## src/rtl/pipe_stage_skid_reg.sv

```systemverilog
// Pipeline stage register with a 2-entry skid buffer, flush/hold control and
// saturating stall/flush performance counters.
module pipe_stage_skid_reg #(
    parameter int                DATA_W    = 32,
    parameter int                NUM_CH    = 2,
    parameter int                CNT_W     = 16,
    parameter logic [DATA_W-1:0] RESET_VAL = {DATA_W{1'b0}}
) (
    input  logic                     clk,
    input  logic                     rst_n,
    input  logic                     in_valid,
    output logic                     in_ready,
    input  logic [NUM_CH*DATA_W-1:0] in_data,
    output logic                     out_valid,
    input  logic                     out_ready,
    output logic [NUM_CH*DATA_W-1:0] out_data,
    input  logic                     flush,
    input  logic                     hold,
    input  logic                     clr_cnt,
    output logic [1:0]               occupancy,
    output logic [CNT_W-1:0]         stall_cnt,
    output logic [CNT_W-1:0]         flush_cnt
);

    localparam int                 BUS_W   = NUM_CH * DATA_W;
    localparam logic [BUS_W-1:0]   RST_BUS = {NUM_CH{RESET_VAL}};
    localparam logic [CNT_W-1:0]   CNT_MAX = {CNT_W{1'b1}};

    typedef enum logic [1:0] {
        ST_EMPTY = 2'd0,
        ST_ONE   = 2'd1,
        ST_TWO   = 2'd2
    } state_e;

    function automatic logic [CNT_W-1:0] sat_inc(input logic [CNT_W-1:0] v, input logic inc);
        if (inc && (v != CNT_MAX)) begin
            return v + CNT_W'(1);
        end else begin
            return v;
        end
    endfunction

    state_e             state_q, state_d;
    logic [BUS_W-1:0]   main_q, main_d;
    logic [BUS_W-1:0]   skid_q, skid_d;
    logic [CNT_W-1:0]   stall_q, stall_d;
    logic [CNT_W-1:0]   flush_cnt_q, flush_cnt_d;
    logic               in_fire_s;
    logic               out_fire_s;
    logic               not_empty_s;

    assign not_empty_s = (state_q != ST_EMPTY);
    // in_ready depends only on registered state, never on out_ready
    assign in_ready    = rst_n & (state_q != ST_TWO);
    assign out_valid   = rst_n & not_empty_s & ~hold & ~flush;
    assign out_data    = main_q;
    assign occupancy   = state_q;
    assign stall_cnt   = stall_q;
    assign flush_cnt   = flush_cnt_q;
    assign in_fire_s   = in_valid & in_ready;
    assign out_fire_s  = out_valid & out_ready;

    // Next-state and data path of the 2-entry skid buffer
    always_comb begin
        state_d = state_q;
        main_d  = main_q;
        skid_d  = skid_q;
        if (flush) begin
            state_d = ST_EMPTY;
            main_d  = RST_BUS;
            skid_d  = RST_BUS;
        end else begin
            case (state_q)
                ST_EMPTY: begin
                    if (in_fire_s) begin
                        state_d = ST_ONE;
                        main_d  = in_data;
                    end else begin
                        state_d = ST_EMPTY;
                    end
                end
                ST_ONE: begin
                    if (in_fire_s && !out_fire_s) begin
                        state_d = ST_TWO;
                        skid_d  = in_data;
                    end else if (in_fire_s && out_fire_s) begin
                        main_d  = in_data;
                    end else if (out_fire_s) begin
                        state_d = ST_EMPTY;
                    end else begin
                        state_d = ST_ONE;
                    end
                end
                ST_TWO: begin
                    if (out_fire_s) begin
                        state_d = ST_ONE;
                        main_d  = skid_q;
                    end else begin
                        state_d = ST_TWO;
                    end
                end
                default: begin
                    state_d = ST_EMPTY;
                end
            endcase
        end
    end

    // Saturating counters; clear overrides the same-cycle increment
    always_comb begin
        stall_d     = stall_q;
        flush_cnt_d = flush_cnt_q;
        if (clr_cnt) begin
            stall_d     = {CNT_W{1'b0}};
            flush_cnt_d = {CNT_W{1'b0}};
        end else begin
            stall_d     = sat_inc(stall_q, not_empty_s & ~out_fire_s & ~flush);
            flush_cnt_d = sat_inc(flush_cnt_q, not_empty_s & flush);
        end
    end

    // State, data and counter registers with synchronous active-low reset
    always_ff @(posedge clk) begin
        if (!rst_n) begin
            state_q     <= ST_EMPTY;
            main_q      <= RST_BUS;
            skid_q      <= RST_BUS;
            stall_q     <= {CNT_W{1'b0}};
            flush_cnt_q <= {CNT_W{1'b0}};
        end else begin
            state_q     <= state_d;
            main_q      <= main_d;
            skid_q      <= skid_d;
            stall_q     <= stall_d;
            flush_cnt_q <= flush_cnt_d;
        end
    end

endmodule
```

## config.mk

```make
export PLATFORM = sky130hd
export DESIGN_NAME = pipe_stage_skid_reg
export DESIGN_NICKNAME = d
export VERILOG_FILES = /design/src/rtl/pipe_stage_skid_reg.sv
export SDC_FILE = /design/constraint.sdc
export NUM_CORES = 1
export LEC_CHECK = 0
export CAP_MARGIN = 20
export CORE_UTILIZATION = 60
export DETAILED_ROUTE_END_ITERATION = 10
export DONT_BUFFER_PORTS = 1
export PLACE_DENSITY = 0.77
export SLEW_MARGIN = 20
export SYNTH_ARGS = -nofsm -noshare
export SYNTH_HDL_FRONTEND = slang
export SYNTH_SLANG_ARGS = --single-unit
```

## constraint.sdc

```tcl
create_clock -name clk -period 4.1 [get_ports clk]
set_clock_uncertainty 0.1 [all_clocks]
set_input_delay 1.025 -clock clk [delete_from_list [all_inputs] [get_ports clk]]
set_output_delay 1.025 -clock clk [all_outputs]
set_load 0.02 [all_outputs]
```

==> run metrics, run 1 <==
final instance area=approximately 0.0076 sq mm; Clk pwr share=~45%; # diodes=0; CTS Buf Count=17; pin count of the biggest net entering global routing=62; library cells used by synthesis=49; placed cell areas=0.007082 sq mm; MaxCap Viol Count=0; core area=0.01142 sq mm; CP Launch Type=primary input; first-pass GRT wire length=approximately 23000 um; Rows=39; kind of critical path=primary input to output pin; DRC Markers=0; register area share after synthesis=46.24%; Setup TNS Final=0 ns; clk buf depth=2; Crit path max-delay family=simple AND/OR/NAND/NOR gates; Max Fanout on Critical Path=33; chip height=110.1 um; Slew headroom=34.56%; Routed WL=14810 um; H-tree levels=4; die extent in x=110.1 um; P&R area growth vs syn=8.598%; Internal=2.460 mW; DP Wirelength=between 9000 and 10000 um; grt ovf=0; synth warn=0; hold_buf cts=0; pins over their slew limit=0; Reg power frac=about half; Lkg Pwr=2.790 nW; Cell Chain, Critical Path=nand2b_4 > nor3_1 > buf_4; Comb pwr share=between 4 and 5%; RSZ-0062 raised after global routing=no; Detail Route Antenna Nets=0; Worst-Margin Slew=0.9817 ns; post-layout power=~3.2 mW; initial antenna violation count=0; ys flop type=dfxtp_1; CP max stage delay=0.32 ns; critical path data arrival time=1.79 ns; GR Util All Layers=24.18%; f_max=approximately 0.34 GHz; clk root buf=clkbuf_16; vias in the first global route=4889; Sink Count=162; CTS tree=built; Syn Nets=~840; crit path capture type=output pin; status=finished clean; number of input and output port buffers inserted=0; crit path time final=2.911 ns; Crit path required time=~3.0 ns; Post-synth EDFFs=0; setup bufs post-CTS=0; Post-Syn Area per Cell=9.169 sq um; vias per cell=5.932; Total Die Area=0.01213 sq mm; Hold Path Class=register to register; Placer Congestion=approximately 0.81; 1st-iter DRT viols=roughly 350; Syn Inst Count=around 770; layout cell share with drive strength beyond 1=15.07%; nets=810; Layout Cells excl Fill=about 900; Netlist Area Pre-Place=approximately 0.007 sq mm; drt pass-1 iters=4; worst path bufs/invs=1; DR vias=5297; Slowest cell on crit path=nand2b_4; power density of the placed cells=419.9 mW/mm^2; placed cell count=861; Final setup viols=0; Synth async-reset ratio=0%; Clk Latency, worst-skew pair=around 0.42 ns; Layout fillers=roughly 900; NetSw=roughly 0.74 mW; Avg WL per Cell=16.58 um; starting density of the core=61.43%; fin crit share=between 70% and 80%; register bit count reported by yosys=162; Max IR drop VDD=approximately 0.00035 V; Hold Vio Cnt, Final=0; Min Hold Slack=0.3520 ns; post_cts resized=0; Worst-path clk slew=roughly 0.060 ns; Sw Ratio=around 23%; # IOs=171
[layer usage]
layer | vias up | wire length, um | track usage (%)
li1 | 2596 | - | -
met2 | 163 | 7002 | 39.42
met5 | - | 0 | 0
met3 | 25 | 1404 | 10.11
met1 | 2513 | 6022 | 27.34
met4 | 0 | 379 | 11.65
[layout by cell type (no fill, tap or decap), types with 6 or more instances in the layout]
cell / n
clkbuf_16: 17
a21oi_1: 74
mux2i_1: 64
xor2_1: 17
o211ai_1: 7
nand2_1: 139
o21ai_0: 6
nand4_1: 10
a211oi_1: 12
a211oi_2: 56
nor2_1: 96
dfxtp_1: 162
nand3_1: 6
[cell type report]
| cell class | count | area, sq um | area share (%) |
|---|---|---|---|
| Clock buffer | 23 | 478.0 | 6.275 |
| Multi-Input combinational cell | 545 | 3511 | 46.09 |
| Sequential cell | 162 | 3243 | 42.58 |
| Inverter | 1 | 3.754 | 0.04928 |
| Timing Repair Buffer | 10 | 145.1 | 1.905 |
| Clock inverter | 9 | 57.56 | 0.7556 |
| Tap cell | 143 | 178.9 | 2.349 |
[Yosys cell counts, types with 6 or more instances]
library cell,count,area share [%]
buf_4,10,1.1
nand2_1,139,7.4
buf_2,21,1.5
nand3_1,6,0.43
nor2_1,97,5.2
a21oi_1,74,5.3
o211ai_1,7,0.75
clkbuf_1,19,1.0
nand4_1,10,0.89
xor2_1,17,2.1
mux2i_1,64,9.1
a211oi_1,12,1.3
o21ai_0,6,0.43
a211oi_2,56,10
dfxtp_1,162,46
[power groups by stage]
stage	combinational [mW]	sequential [mW]	clock [mW]
floorplan	0.132	1.65	0
finish	0.153	1.62	1.43
global placement	0.146	1.65	0
CTS	0.155	1.62	1.45
detailed placement	0.154	1.65	0
global route	0.169	1.62	1.51
[cells by family (layout without fill, tap and decap cells)]
logic type	Yosys count	count (layout)	share of synthesized area, %
AO/OA/AOI/OAI	174	174	19.94
AND/OR/NAND/NOR	286	286	17.82
adder cells (fa/ha/maj)	2	2	0.3567
XOR/XNOR	19	19	2.372
buffers and inverters	58	43	4.138
flip-flops	162	162	46.24
multiplexers	64	64	9.133
[worst min-delay path: stages (launching register included)]
cell,delay [ns]
dfxtp_1,0.30
nand2_1,0.05
a21oi_1,0.05
[final timing paths]
path | cells after the start | from | slack (ns) | endpoint
max | 3 | flush | 1.19 | out_valid
max reg2reg | 4 | occupancy[0] | 1.55 | out_data[8]
min reg2reg | 2 | skid_q[52] | 0.35 | skid_q[52]
min | 2 | skid_q[52] | 0.35 | skid_q[52]
[flip-flops by register name, indices dropped and copies added (netlist names)]
register	count
stall_cnt	16
out_data	64
flush_cnt	16
skid_q	64
occupancy	2
[through the flow]
| stage | worst slack (ns) | util [%] |
|---|---|---|
| floorplan | 0.8151 | - |
| global placement | 1.186 | 61.78 |
| detailed placement | 1.174 | 62.02 |
| CTS | 1.170 | 66.71 |
| global route | 1.122 | 66.71 |
| finish | 1.189 | 66.71 |
Power figures use the tool's default switching activity.
==> run 2, diff against run 1 <==
clock period = 2.9 ns   (was 4.1 ns; I/O delays follow)
==> run 2 against run 1 <==
Setup slack lost 0.53 ns; final area increased by 0.71%; core utilization is 0.47 points higher; register-to-register slack worse by 0.80 ns; critical path type is now register to output pin; largest power group unchanged.
==> run metrics, run 2 (synthesis gave the netlist of run 1 again) <==
status=finished clean; P&R area growth vs syn=9.365%; H-tree levels=4; 1st-iter DRT viols=331; crit path time final=2.239 ns; CTS Buf Count=17; Worst-Margin Slew=0.8240 ns; DR vias=5280; core area=0.01142 sq mm; Max Fanout on Critical Path=9; CP max stage delay=0.35 ns; # diodes=0; # IOs=171; chip height=110.1 um; grt ovf=0; fin crit share=77.20%; pins over their slew limit=0; vias in the first global route=roughly 5000; Max IR drop VDD=between 0.0005 and 0.0006 V; kind of critical path=register to output pin; vias per cell=between 5 and 6; Layout Cells excl Fill=around 900; Worst-path clk slew=0.06 ns; GR Util All Layers=between 20% and 30%; pin count of the biggest net entering global routing=93; Slowest cell on crit path=dfxtp_1; drt pass-1 iters=4; power density of the placed cells=between 600 and 700 mW/mm^2; DP Wirelength=about 10000 um; critical path data arrival time=between 1 and 1.5 ns; layout cell share with drive strength beyond 1=approximately 15%; initial antenna violation count=0; worst path bufs/invs=2; hold_buf cts=0; Crit path max-delay family=buffers and inverters; nets=815; placed cell count=865; Clk Latency, worst-skew pair=0.42 ns; number of input and output port buffers inserted=0; most frequent standard cell in the layout excluding fill and tap cells=dfxtp_1; Routed WL=15140 um; Hold Vio Cnt, Final=0; Layout fillers=roughly 860; Detail Route Antenna Nets=0; Cell Chain, Critical Path=buf_4 > nor2_1 > nor3_1 > buf_4; crit path capture type=output pin; Final setup viols=0; DRC Markers=0; Setup TNS Final=0 ns; Finished Core Util=67.18%; Slew headroom=45.07%; first-pass GRT wire length=roughly 23000 um; Sink Count=roughly 160; post_cts resized=0; Crit path required time=2.08 ns; commonest non-fill, non-tap cells in the layout=162 x dfxtp_1, 139 x nand2_1, 96 x nor2_1; clk root buf=clkbuf_16; f_max=between 0.4 and 0.5 GHz; CP Launch Type=register; clk buf depth=2; MaxCap Viol Count=0; Hold Path Class=primary input to register; Avg WL per Cell=16.95 um; RSZ-0062 raised after global routing=no; CTS tree=built; die extent in x=110.1 um; Top cell by count, worst path=buf_4; Lkg Pwr=2.827 nW; setup bufs post-CTS=0; Placer Congestion=0.9032; starting density of the core=approximately three fifths; Min Hold Slack=roughly 0.34 ns; Rows=39; Total Die Area=0.01213 sq mm
==> run 2: changes by cell type in the layout (fill, tap and decap cells not counted) <==
cell	before	now
buf_4	5	10
clkinvlp_4	5	2
bufinv_16	0	3
clkbuf_8	3	1
buf_12	4	3
buf_6	0	1
clkinv_2	4	1
==> run 2: final cells by class <==
cell class                 count  area (sq um)  share of cell area, %
clock buffer                  21         450.4                  5.872
clock inverter                 6         110.1                  1.435
inverter                       1         3.754                0.04893
multi-input combinational    545          3511                  45.77
sequential                   162          3243                  42.28
tap                          143         178.9                  2.332
timing repair buffer          15         173.9                  2.267
==> run 2: path summary, 6_finish.rpt <==
path	start	end	slack (ns)	cells past startpoint
setup / recovery	occupancy[1]	out_valid	0.66	4
hold / removal	in_data[40]	skid_q[40]	0.34	2
setup reg to reg	stall_cnt[1]	stall_cnt[3]	0.75	6
hold reg to reg	skid_q[25]	skid_q[25]	0.35	2
==> run 2: per-stage QoR <==
stage	power, mW	cell area (sq um)	setup slack (ns)
detailed placement	2.555	7079	0.2024
global placement	2.545	7079	0.2865
CTS	4.712	7640	0.6440
floorplan	2.516	7014	0.2151
finish	4.670	7671	0.6613
global route	4.819	7671	0.5577
==> run 2: metal layers <==
layer	share of wire, %	GRT usage, %
met1	39	27.44
met2	50	41.83
met3	9.2	9.583
met4	1.8	11.00
met5	0	0
==> run 2: where the power goes <==
part / internal (mW) / switching, mW
Sequential: 2.25 / 0.0355
Combinational: 0.0754 / 0.148
Clock: 1.35 / 0.814
==> run 3, diff against run 2 <==
ABC_AREA = 1   (was not set)
clock period = 2.3 ns   (was 2.9 ns; I/O delays follow)
==> run 3 against run 2 <==
The flow now finishes with violations (design-rule violations); clock power grew 31%; combinational power up 29%; critical path depth down 2; global-route usage is 3.5 points higher; core utilization rose by 2.8 points; setup slack got worse by 0.44 ns; first-iteration DRC count rose by 39%; hold slack worse by 0.11 ns; count of clock-buffer cells in the layout is the same; non-clock buffer count up 27; register-to-register slack lost 0.39 ns; synthesized cell count is 38% higher; critical path type unchanged; largest power group unchanged.
==> run metrics, run 3 <==
status=finished with violations; violated checks=design-rule violations; DRC Markers=10; share of the synthesized area in the top cell type=44.71%; Syn Nets=1126; post_cts resized=0; clk root buf=clkbuf_16; Syn Inst Count=1053; first-pass GRT wire length=28570 um; Max Fanout on Critical Path=4; Cells on Worst Hold Path=2; drt pass-1 iters=10; starting density of the core=between 60% and 70%; core area=0.01161 sq mm; Area contributors post-synth=dfxtp_1 45%, nand2_1 18%, a21oi_1 9.7%, o21ai_0 8.4%, inv_1 4.1%; clk buf depth=2; Max IR drop VDD=0.0006037 V; Synth async-reset ratio=0%; Total Die Area=0.01254 sq mm; MaxCap Viol Count=0; layout cell share with drive strength beyond 1=just under 9%; die extent in x=112.0 um; grt ovf=0; placed cell areas=0.007531 sq mm; Slew headroom=48.42%; Routed WL=17350 um; synth warn=0; 1st-iter DRT viols=461; worst r2r path cells=7; Layout fillers=1008; library cells used by synthesis=29; Cell Chain, Critical Path=nor2_1 > nor2_1; most frequent standard cell in the layout excluding fill and tap cells=nand2_1; Worst-path clk slew=0.06 ns; CTS tree=built; crit path time final=around 2.1 ns; Layout Cells excl Fill=approximately 1200; placed cell count=~1200; ys flop type=dfxtp_1; hold_buf cts=0; CP max stage delay=0.51 ns; DR vias=6581; H-tree levels=4; # IOs=171; Slowest cell on crit path=dfxtp_1; commonest non-fill, non-tap cells in the layout=339 x nand2_1, 162 x dfxtp_1, 141 x a21oi_1; setup bufs post-CTS=0; fin crit share=90.42%; Post-synth EDFFs=0; initial antenna violation count=0; Setup TNS Final=0 ns; nets=1130; f_max=0.4808 GHz; vias per cell=roughly 5.4; Yosys top cell by area=dfxtp_1; Lkg Pwr=2.956 nW; P&R area growth vs syn=11.99%; Hold Vio Cnt, Final=0; most frequent cell after synthesis=nand2_1; register bit count reported by yosys=162; chip height=112.0 um; Avg WL per Cell=14.32 um; Top cell by count, worst path=nor2_1; Finished Core Util=69.95%; DP Wirelength=11160 um; Sink Count=162; power density of the placed cells=741.2 mW/mm^2; Hold Path Class=primary input to register; # diodes=0; pins over their slew limit=0; CTS Buf Count=17; critical path data arrival time=1.40 ns; final instance area=0.008124 sq mm; RSZ-0062 raised after global routing=no; number of input and output port buffers inserted=0; Crit path required time=~1.6 ns; Final setup viols=0; kind of critical path=register to output pin; vias in the first global route=6080; Post-Syn Area per Cell=~7 sq um; crit path capture type=output pin; CP Launch Type=register; Netlist Area Pre-Place=0.007254 sq mm; Detail Route Antenna Nets=0; Rows=39; register area share after synthesis=44.71%; Worst-Margin Slew=about 0.77 ns; Clk Latency, worst-skew pair=0.42 ns; GR Util All Layers=between 20% and 30%; synth cell count leaders=340 x nand2_1, 162 x dfxtp_1, 141 x a21oi_1; Placer Congestion=0.8458; pin count of the biggest net entering global routing=73
==> run 3: cell count changes in the layout (fill, tap and decap cells not counted), sizes merged, moves of 27 or more <==
cell    before  now
nand2      140  343
o21ai        8  127
inv          1   84
a211oi      68    0
a21oi       75  143
mux2i       64    0
buf         15   42
==> run 3: layer usage <==
metal	GRT usage [%]	wire length, um	up-vias
met1	32.70	7224	2936
met5	0	0	-
met4	11.47	419	0
met3	9.962	1567	33
li1	-	-	3386
met2	47.49	8134	226
==> run 3: cell type report <==
type                            instances  area, sq um  share of cell area [%]
Multi-Input combinational cell        747         3378                   41.58
Sequential cell                       162         3243                   39.92
Clock buffer                           21        460.4                   5.668
Timing Repair Buffer                   42        402.9                   4.959
Inverter                               87        327.8                   4.035
Tap cell                              143        178.9                   2.202
Clock inverter                          9        132.6                   1.633
==> run 3: critical path, delay by kind of cell, from the launching register on <==
family           cells  cell delay [ns]
DFF                  1             0.51
and+or+nand+nor      2             0.47
==> run 3: final timing paths <==
path	from	end	slack, ns
setup reg to reg	occupancy[1]	skid_q[60]	0.36
setup / recovery	occupancy[1]	out_valid	0.22
hold reg to reg	skid_q[16]	skid_q[16]	0.34
hold / removal	in_data[61]	skid_q[61]	0.22
==> run 3: cell families after synthesis <==
family | count (synthesis) | share of synthesized area (%)
simple gates | 466 | 26.25
compound gates | 270 | 18.78
flops | 162 | 44.71
buf+inv | 144 | 8.831
xor+xnor | 9 | 1.087
fa+ha+maj | 2 | 0.3449
==> run 3: where the power goes <==
group	internal [mW]	total (mW)	switching (mW)	leakage (nW)
Combinational	0.0932	0.287	0.194	1.36
Sequential	2.84	2.89	0.0539	1.31
Clock	1.75	2.84	1.09	0.285
==> run 3: stage by stage <==
stage / worst slack (ns) / power (mW) / hold slack [ns]
after CTS: 0.2163 / 6.060 / 0.2092
after floorplan: 0.3883 / 3.179 / 0.3245
after global placement: 0.3464 / 3.235 / 0.3318
final: 0.2203 / 6.021 / 0.2227
after detailed placement: 0.2980 / 3.242 / 0.3376
after global routing: 0.1825 / 6.221 / 0.2317
